<file path="config.mk">
export PLATFORM = sky130hd
export DESIGN_NAME = uart_hex_tx
export DESIGN_NICKNAME = d
export VERILOG_FILES = /design/src/rtl/uart_hex_tx.sv
export SDC_FILE = /design/constraint.sdc
export NUM_CORES = 1
export LEC_CHECK = 0
export BUFFER_PORTS_ARGS = -buffer_cell sky130_fd_sc_hd__buf_2
export CORE_MARGIN = 8
export CORE_UTILIZATION = 37
export CTS_BUF_LIST = sky130_fd_sc_hd__clkbuf_16
export DETAILED_ROUTE_END_ITERATION = 10
export PLACE_DENSITY = 0.54
export SYNTH_ARGS = -nofsm -noshare
export SYNTH_HDL_FRONTEND = slang
export SYNTH_SLANG_ARGS = --single-unit
export TNS_END_PERCENT = 50
</file>
<file path="constraint.sdc">
create_clock -name clk -period 4.1 [get_ports clk]
set_clock_uncertainty 0.05 [all_clocks]
set_input_delay 0.82 -clock clk [delete_from_list [all_inputs] [get_ports clk]]
set_output_delay 0.82 -clock clk [all_outputs]
set_load 0.005 [all_outputs]
</file>
<file path="src/rtl/uart_hex_tx.sv">
// uart_hex_tx: latches a 16-bit debug word and sends it to a host terminal
// as four uppercase ASCII hex digits (MSB nibble first), then CR and LF.
// Line format is 8N1. Define UART_HEX_TX_PARITY_EN to insert an even-parity
// bit after bit 7 of each character.
module uart_hex_tx #(
    parameter int unsigned CLKS_PER_BIT = 868
) (
    input  logic        clk,
    input  logic        rst,
    input  logic        start,
    input  logic [15:0] data,
    output logic        tx,
    output logic        busy,
    output logic        done
);

    localparam int unsigned     BAUD_W    = (CLKS_PER_BIT > 1) ? $clog2(CLKS_PER_BIT) : 1;
    localparam logic [BAUD_W-1:0] BAUD_LAST = BAUD_W'(CLKS_PER_BIT - 1);
    localparam logic [2:0]      LAST_BIT  = 3'd7;
    localparam logic [2:0]      LAST_CHAR = 3'd5;

    // ST_NEXT is resolved on the STOP exit edge and is never registered.
    typedef enum logic [2:0] {
        ST_IDLE   = 3'd0,
        ST_START  = 3'd1,
        ST_DATA   = 3'd2,
        ST_PARITY = 3'd3,
        ST_STOP   = 3'd4,
        ST_NEXT   = 3'd5
    } state_t;

    state_t              r_state;
    state_t              w_state_nx;
    logic [BAUD_W-1:0]   r_baud;
    logic [BAUD_W-1:0]   w_baud_nx;
    logic [2:0]          r_bit_idx;
    logic [2:0]          w_bit_nx;
    logic [2:0]          r_char_idx;
    logic [2:0]          w_char_nx;
    logic [15:0]         r_shadow;
    logic [15:0]         w_shadow_nx;
    logic                r_tx;
    logic                w_tx_nx;
    logic                r_busy;
    logic                w_busy_nx;
    logic                r_done;
    logic                w_done_nx;
    logic                w_bit_tick;
    logic [7:0]          w_char_byte_nx;

    // Nibble to uppercase ASCII hex digit.
    function automatic logic [7:0] hex_ascii(input logic [3:0] n);
        if (n < 4'd10) begin
            return 8'h30 + {4'h0, n};
        end
        return 8'h37 + {4'h0, n};
    endfunction

    // Character to send for a given position in the message.
    function automatic logic [7:0] char_sel(input logic [2:0] idx, input logic [15:0] word);
        case (idx)
            3'd0:    return hex_ascii(word[15:12]);
            3'd1:    return hex_ascii(word[11:8]);
            3'd2:    return hex_ascii(word[7:4]);
            3'd3:    return hex_ascii(word[3:0]);
            3'd4:    return 8'h0D;
            default: return 8'h0A;
        endcase
    endfunction

    assign w_bit_tick = (r_baud == BAUD_LAST);

    // Next-state logic: bit timing, bit/char sequencing, busy/done.
    always_comb begin
        w_state_nx  = r_state;
        w_baud_nx   = r_baud;
        w_bit_nx    = r_bit_idx;
        w_char_nx   = r_char_idx;
        w_shadow_nx = r_shadow;
        w_busy_nx   = r_busy;
        w_done_nx   = 1'b0;
        case (r_state)
            ST_IDLE: begin
                if (start) begin
                    w_shadow_nx = data;
                    w_char_nx   = 3'd0;
                    w_bit_nx    = 3'd0;
                    w_baud_nx   = '0;
                    w_busy_nx   = 1'b1;
                    w_state_nx  = ST_START;
                end
            end
            ST_START: begin
                if (w_bit_tick) begin
                    w_baud_nx  = '0;
                    w_bit_nx   = 3'd0;
                    w_state_nx = ST_DATA;
                end else begin
                    w_baud_nx = r_baud + BAUD_W'(1);
                end
            end
            ST_DATA: begin
                if (w_bit_tick) begin
                    w_baud_nx = '0;
                    if (r_bit_idx == LAST_BIT) begin
`ifdef UART_HEX_TX_PARITY_EN
                        w_state_nx = ST_PARITY;
`else
                        w_state_nx = ST_STOP;
`endif
                    end else begin
                        w_bit_nx = r_bit_idx + 3'd1;
                    end
                end else begin
                    w_baud_nx = r_baud + BAUD_W'(1);
                end
            end
`ifdef UART_HEX_TX_PARITY_EN
            ST_PARITY: begin
                if (w_bit_tick) begin
                    w_baud_nx  = '0;
                    w_state_nx = ST_STOP;
                end else begin
                    w_baud_nx = r_baud + BAUD_W'(1);
                end
            end
`endif
            ST_STOP: begin
                if (w_bit_tick) begin
                    w_baud_nx = '0;
                    // Next-character decision folded into the stop-bit exit edge.
                    if (r_char_idx == LAST_CHAR) begin
                        w_state_nx = ST_IDLE;
                        w_busy_nx  = 1'b0;
                        w_done_nx  = 1'b1;
                    end else begin
                        w_char_nx  = r_char_idx + 3'd1;
                        w_state_nx = ST_START;
                    end
                end else begin
                    w_baud_nx = r_baud + BAUD_W'(1);
                end
            end
            default: begin
                w_state_nx = ST_IDLE;
                w_baud_nx  = '0;
                w_busy_nx  = 1'b0;
            end
        endcase
    end

    // Line level for the upcoming cycle, derived from the next state.
    always_comb begin
        w_tx_nx        = 1'b1;
        w_char_byte_nx = char_sel(w_char_nx, w_shadow_nx);
        case (w_state_nx)
            ST_START:  w_tx_nx = 1'b0;
            ST_DATA:   w_tx_nx = w_char_byte_nx[w_bit_nx];
            ST_PARITY: w_tx_nx = ^w_char_byte_nx;
            default:   w_tx_nx = 1'b1;
        endcase
    end

    // State and output registers.
    always_ff @(posedge clk or negedge rst) begin
        if (!rst) begin
            r_state    <= ST_IDLE;
            r_baud     <= '0;
            r_bit_idx  <= 3'd0;
            r_char_idx <= 3'd0;
            r_shadow   <= 16'h0000;
            r_tx       <= 1'b1;
            r_busy     <= 1'b0;
            r_done     <= 1'b0;
        end else begin
            r_state    <= w_state_nx;
            r_baud     <= w_baud_nx;
            r_bit_idx  <= w_bit_nx;
            r_char_idx <= w_char_nx;
            r_shadow   <= w_shadow_nx;
            r_tx       <= w_tx_nx;
            r_busy     <= w_busy_nx;
            r_done     <= w_done_nx;
        end
    end

    assign tx   = r_tx;
    assign busy = r_busy;
    assign done = r_done;

endmodule

</file>
==> run_results.csv <==
group,metric,value,unit
timing,hold_viol,0,
power_and_ir_drop,ir_worst_vdd,239.5,uV
die,dieArea,10220,um2
drt,drt-initial-drc-count,68,
cts,numCtsBuffers,5,
cts,cts-root-buf,"clkbuf_16",
place,port_buffers,21,
worst_setup_path,cp-end-kind,"flip-flop",
global_routing,grt_use_total,0.1300,
power_and_ir_drop,clockPowerShare,0.314,
cells_and_area,fillers,719,
cells_and_area,regArea,952.2,um2
timing,timing.hold.ws,0.4752,ns
cells_and_area,drive_gt1_frac,0.1677,
worst_setup_path,critPathMaxFanout,16,
worst_setup_path,critical_path_class,"flip-flop to flip-flop",
yosys,netlist_instances,291,
min_path,hold_path_depth,1,
cts,clock_sinks,38,
yosys,synth.cell_area,2678,um2
cts,cts_tree,"done",
place,globalplace.congestion,0.8387,
timing,rsz0062_at_grt,"no",
cells_and_area,multi_input_area,1585,um2
drt,wl_met2,2.829,mm
power_and_ir_drop,p_leak,1.324,nW
drt,vias_per_cell,5.489,
die,core-area,7137,um2
drt,postRouteAntennaNets,0,
min_path,hold_start,"r_baud[1]",
place,dpl_cell_area,2894,um2
yosys,synth_seq_area_share,0.3556,
global_routing,grt_max_degree,39,
die,start_util,0.3752,
cells_and_area,instances_no_fill,415,
cts,clkLatencyLatePin,0.28,ns
global_routing,grt_pass1_vias,2201,
drt,drt-met1-wl,3.109,mm
yosys,synth-seq-cells,38,
power_and_ir_drop,power_frac_comb,0.333,
min_path,min_to,"r_baud[1]",
yosys,syn_area_per_cell,9.201,um2
power_and_ir_drop,p_sw_frac,0.3252,
yosys,yosys_warnings,0,
power_and_ir_drop,total_power,1.578,mW
power_and_ir_drop,internal_power,1.065,mW
min_path,min_path_type,"flip-flop to flip-flop",
cts,worst_setup_hold_path_clk_slew,0.06,ns
global_routing,antenna_found_initial,0,
cts,cts_setup_buffers,0,
run_status,status,"completed",
yosys,synth_edf_count,0,
yosys,async_flop_share,1.000,
worst_setup_path,cp-start-kind,"flip-flop",
die,fp.dieW,101.1,um
cells_and_area,area_delta_synth_final,15.14,%
die,die_h,101.1,um
drt,drc,0,
drt,wl_met3,189,um
place,dp_hpwl,4.587,mm
timing,relSlewSlack,0.4097,
worst_setup_path,critPathArrivalTime,3.39,ns
drt,wirelength,6.244,mm
worst_setup_path,r2r-start,"r_state[1]",
die,rows,31,
drt,dr.pass1.iters,5,
drt,wl_per_cell,15.05,um
power_and_ir_drop,p_switching,513.0,uW
worst_setup_path,r2r_end,"tx",
worst_setup_path,r2r_slack,0.87,ns
global_routing,grt_first_pass_wirelength,10.61,mm
cts,hold_buffers,0,
place,place_inst,407,
yosys,synth_ff_type,"dfrtp_1",
cells_and_area,nets,342,
cells_and_area,post-route-cell-area,3083,um2
global_routing,grt_overflow,0,
timing,worst_pin_slew,0.8781,ns
timing,max_freq,309.5,MHz
yosys,synth_cell_types,65,
yosys,syn-num-nets,318,
die,ioPinCount,22,
power_and_ir_drop,p_seq_frac,0.353,
worst_setup_path,r2r_cells,12,
cts,clock_path_buffers,2,
power_and_ir_drop,p_per_area,511.7,nW/um2
drt,num_vias,2278,
timing,setup_viol,0,
timing,min_period_over_period,0.7881,
job,drv_cap,0,
drt,top_layer,"met4",
timing,slew_violations,0,
cells_and_area,n_antenna_cell,0,
timing,setup_tns,0,ns
worst_setup_path,crit_required,4.26,ns
cts,htree_levels,2,
cts,cts_resized,0,
timing,period_needed,3.231,ns
## through the flow
stage / util / setup slack, ns
3_5_place_dp: 0.4055 / 0.6463
3_3_place_gp: 0.4055 / 0.6777
6_report: 0.4320 / 0.8690
4_1_cts: 0.4320 / 0.8924
5_1_grt: 0.4320 / 0.6430
2_1_floorplan: - / 0.8742
## power by group through the flow
stage | clock (mW) | combinational (mW) | sequential, mW
2_1_floorplan | 0 | 0.417 | 0.538
3_3_place_gp | 0 | 0.526 | 0.562
3_5_place_dp | 0 | 0.526 | 0.563
4_1_cts | 0.511 | 0.529 | 0.556
5_1_grt | 0.529 | 0.600 | 0.574
6_report | 0.495 | 0.525 | 0.557
## registers in the layout, summed over array words and instances, names as in the netlist
register / flops
r_shadow: 16
r_baud: 10
r_bit_idx: 3
r_char_idx: 3
r_state: 3
busy: 1
done: 1
tx: 1
## how the worst max path moves through the flow
stage / from / to / slack (ns) / cells after the start
2_1_floorplan: start / tx / 0.87 / 12
3_3_place_gp: start / tx / 0.68 / 13
3_5_place_dp: start / tx / 0.65 / 13
4_1_cts: r_state[1] / tx / 0.89 / 12
5_1_grt: r_state[1] / tx / 0.64 / 12
6_report: r_state[1] / tx / 0.87 / 12
## cells in the final DEF, fill, tap and decap left out, types with 4 or more instances in the layout
cell,n
mux2i_1,13
inv_1,20
nand2_1,21
dfrtp_1,37
buf_4,7
a31oi_1,4
buf_2,21
clkbuf_16,5
a211oi_1,4
and3_1,10
nor2_1,13
nor2b_1,5
a21oi_1,7
o21ai_0,30
ha_1,8
o211ai_1,4
mux2_2,4
nand3_1,22
xor2_1,5
## worst max-delay path, cell delays in order (launching register included)
cell,delay (ns)
dfrtp_1,0.60
nor4b_4,0.33
buf_4,0.29
mux2i_1,0.35
ha_1,0.29
nand2_1,0.07
a211oi_1,0.23
a31oi_1,0.06
a31oi_1,0.19
o21ai_0,0.11
a311oi_1,0.27
a211oi_1,0.07
o211a_1,0.24
## synthesized netlist by cell type, drive strengths merged (4+ instances only)
| cell | instances | area, um2 |
|---|---|---|
| nand2 | 21 | 78.83 |
| mux2i | 14 | 152.6 |
| a31oi | 4 | 25.02 |
| and3 | 10 | 62.56 |
| o21ai | 34 | 173.9 |
| clkbuf | 4 | 15.01 |
| nor2b | 5 | 31.28 |
| dfrtp | 37 | 925.9 |
| buf | 7 | 56.30 |
| xor2 | 5 | 43.79 |
| nand3 | 22 | 110.1 |
| mux2 | 8 | 101.3 |
| ha | 8 | 100.1 |
| a211oi | 4 | 30.03 |
| a21oi | 7 | 35.03 |
| inv | 20 | 75.07 |
| nor2 | 15 | 66.32 |
| o211ai | 4 | 30.03 |
## cell type report
type                    instances  share of cell area
well taps                      99             0.04018
clock inverters                 3             0.02070
inverters                      20             0.02435
multi-input cells             222              0.5142
repair buffers                 28             0.05114
flip-flops and latches         38              0.3088
clock buffers                   5             0.04058
## per-layer routing
metal / track usage / vias to the layer above
met5: 0 / -
met4: 0.04811 / 0
met3: 0.02762 / 8
met2: 0.2039 / 38
met1: 0.1700 / 1083
li1: - / 1149
## logic make-up (layout without fill, tap and decap cells)
group                    after synthesis  in the layout  share of synthesized area
multiplexers                          22             22                    0.09485
buffers and inverters                 31             56                    0.05467
AO/OA/AOI/OAI                         84             84                     0.2145
flip-flops                            38             38                     0.3556
adder cells (fa/ha/maj)                8              8                    0.03738
AND/OR/NAND/NOR                      101            101                     0.2201
XOR/XNOR                               7              7                    0.02290
No activity file was read; power rests on OpenSTA's default activity.
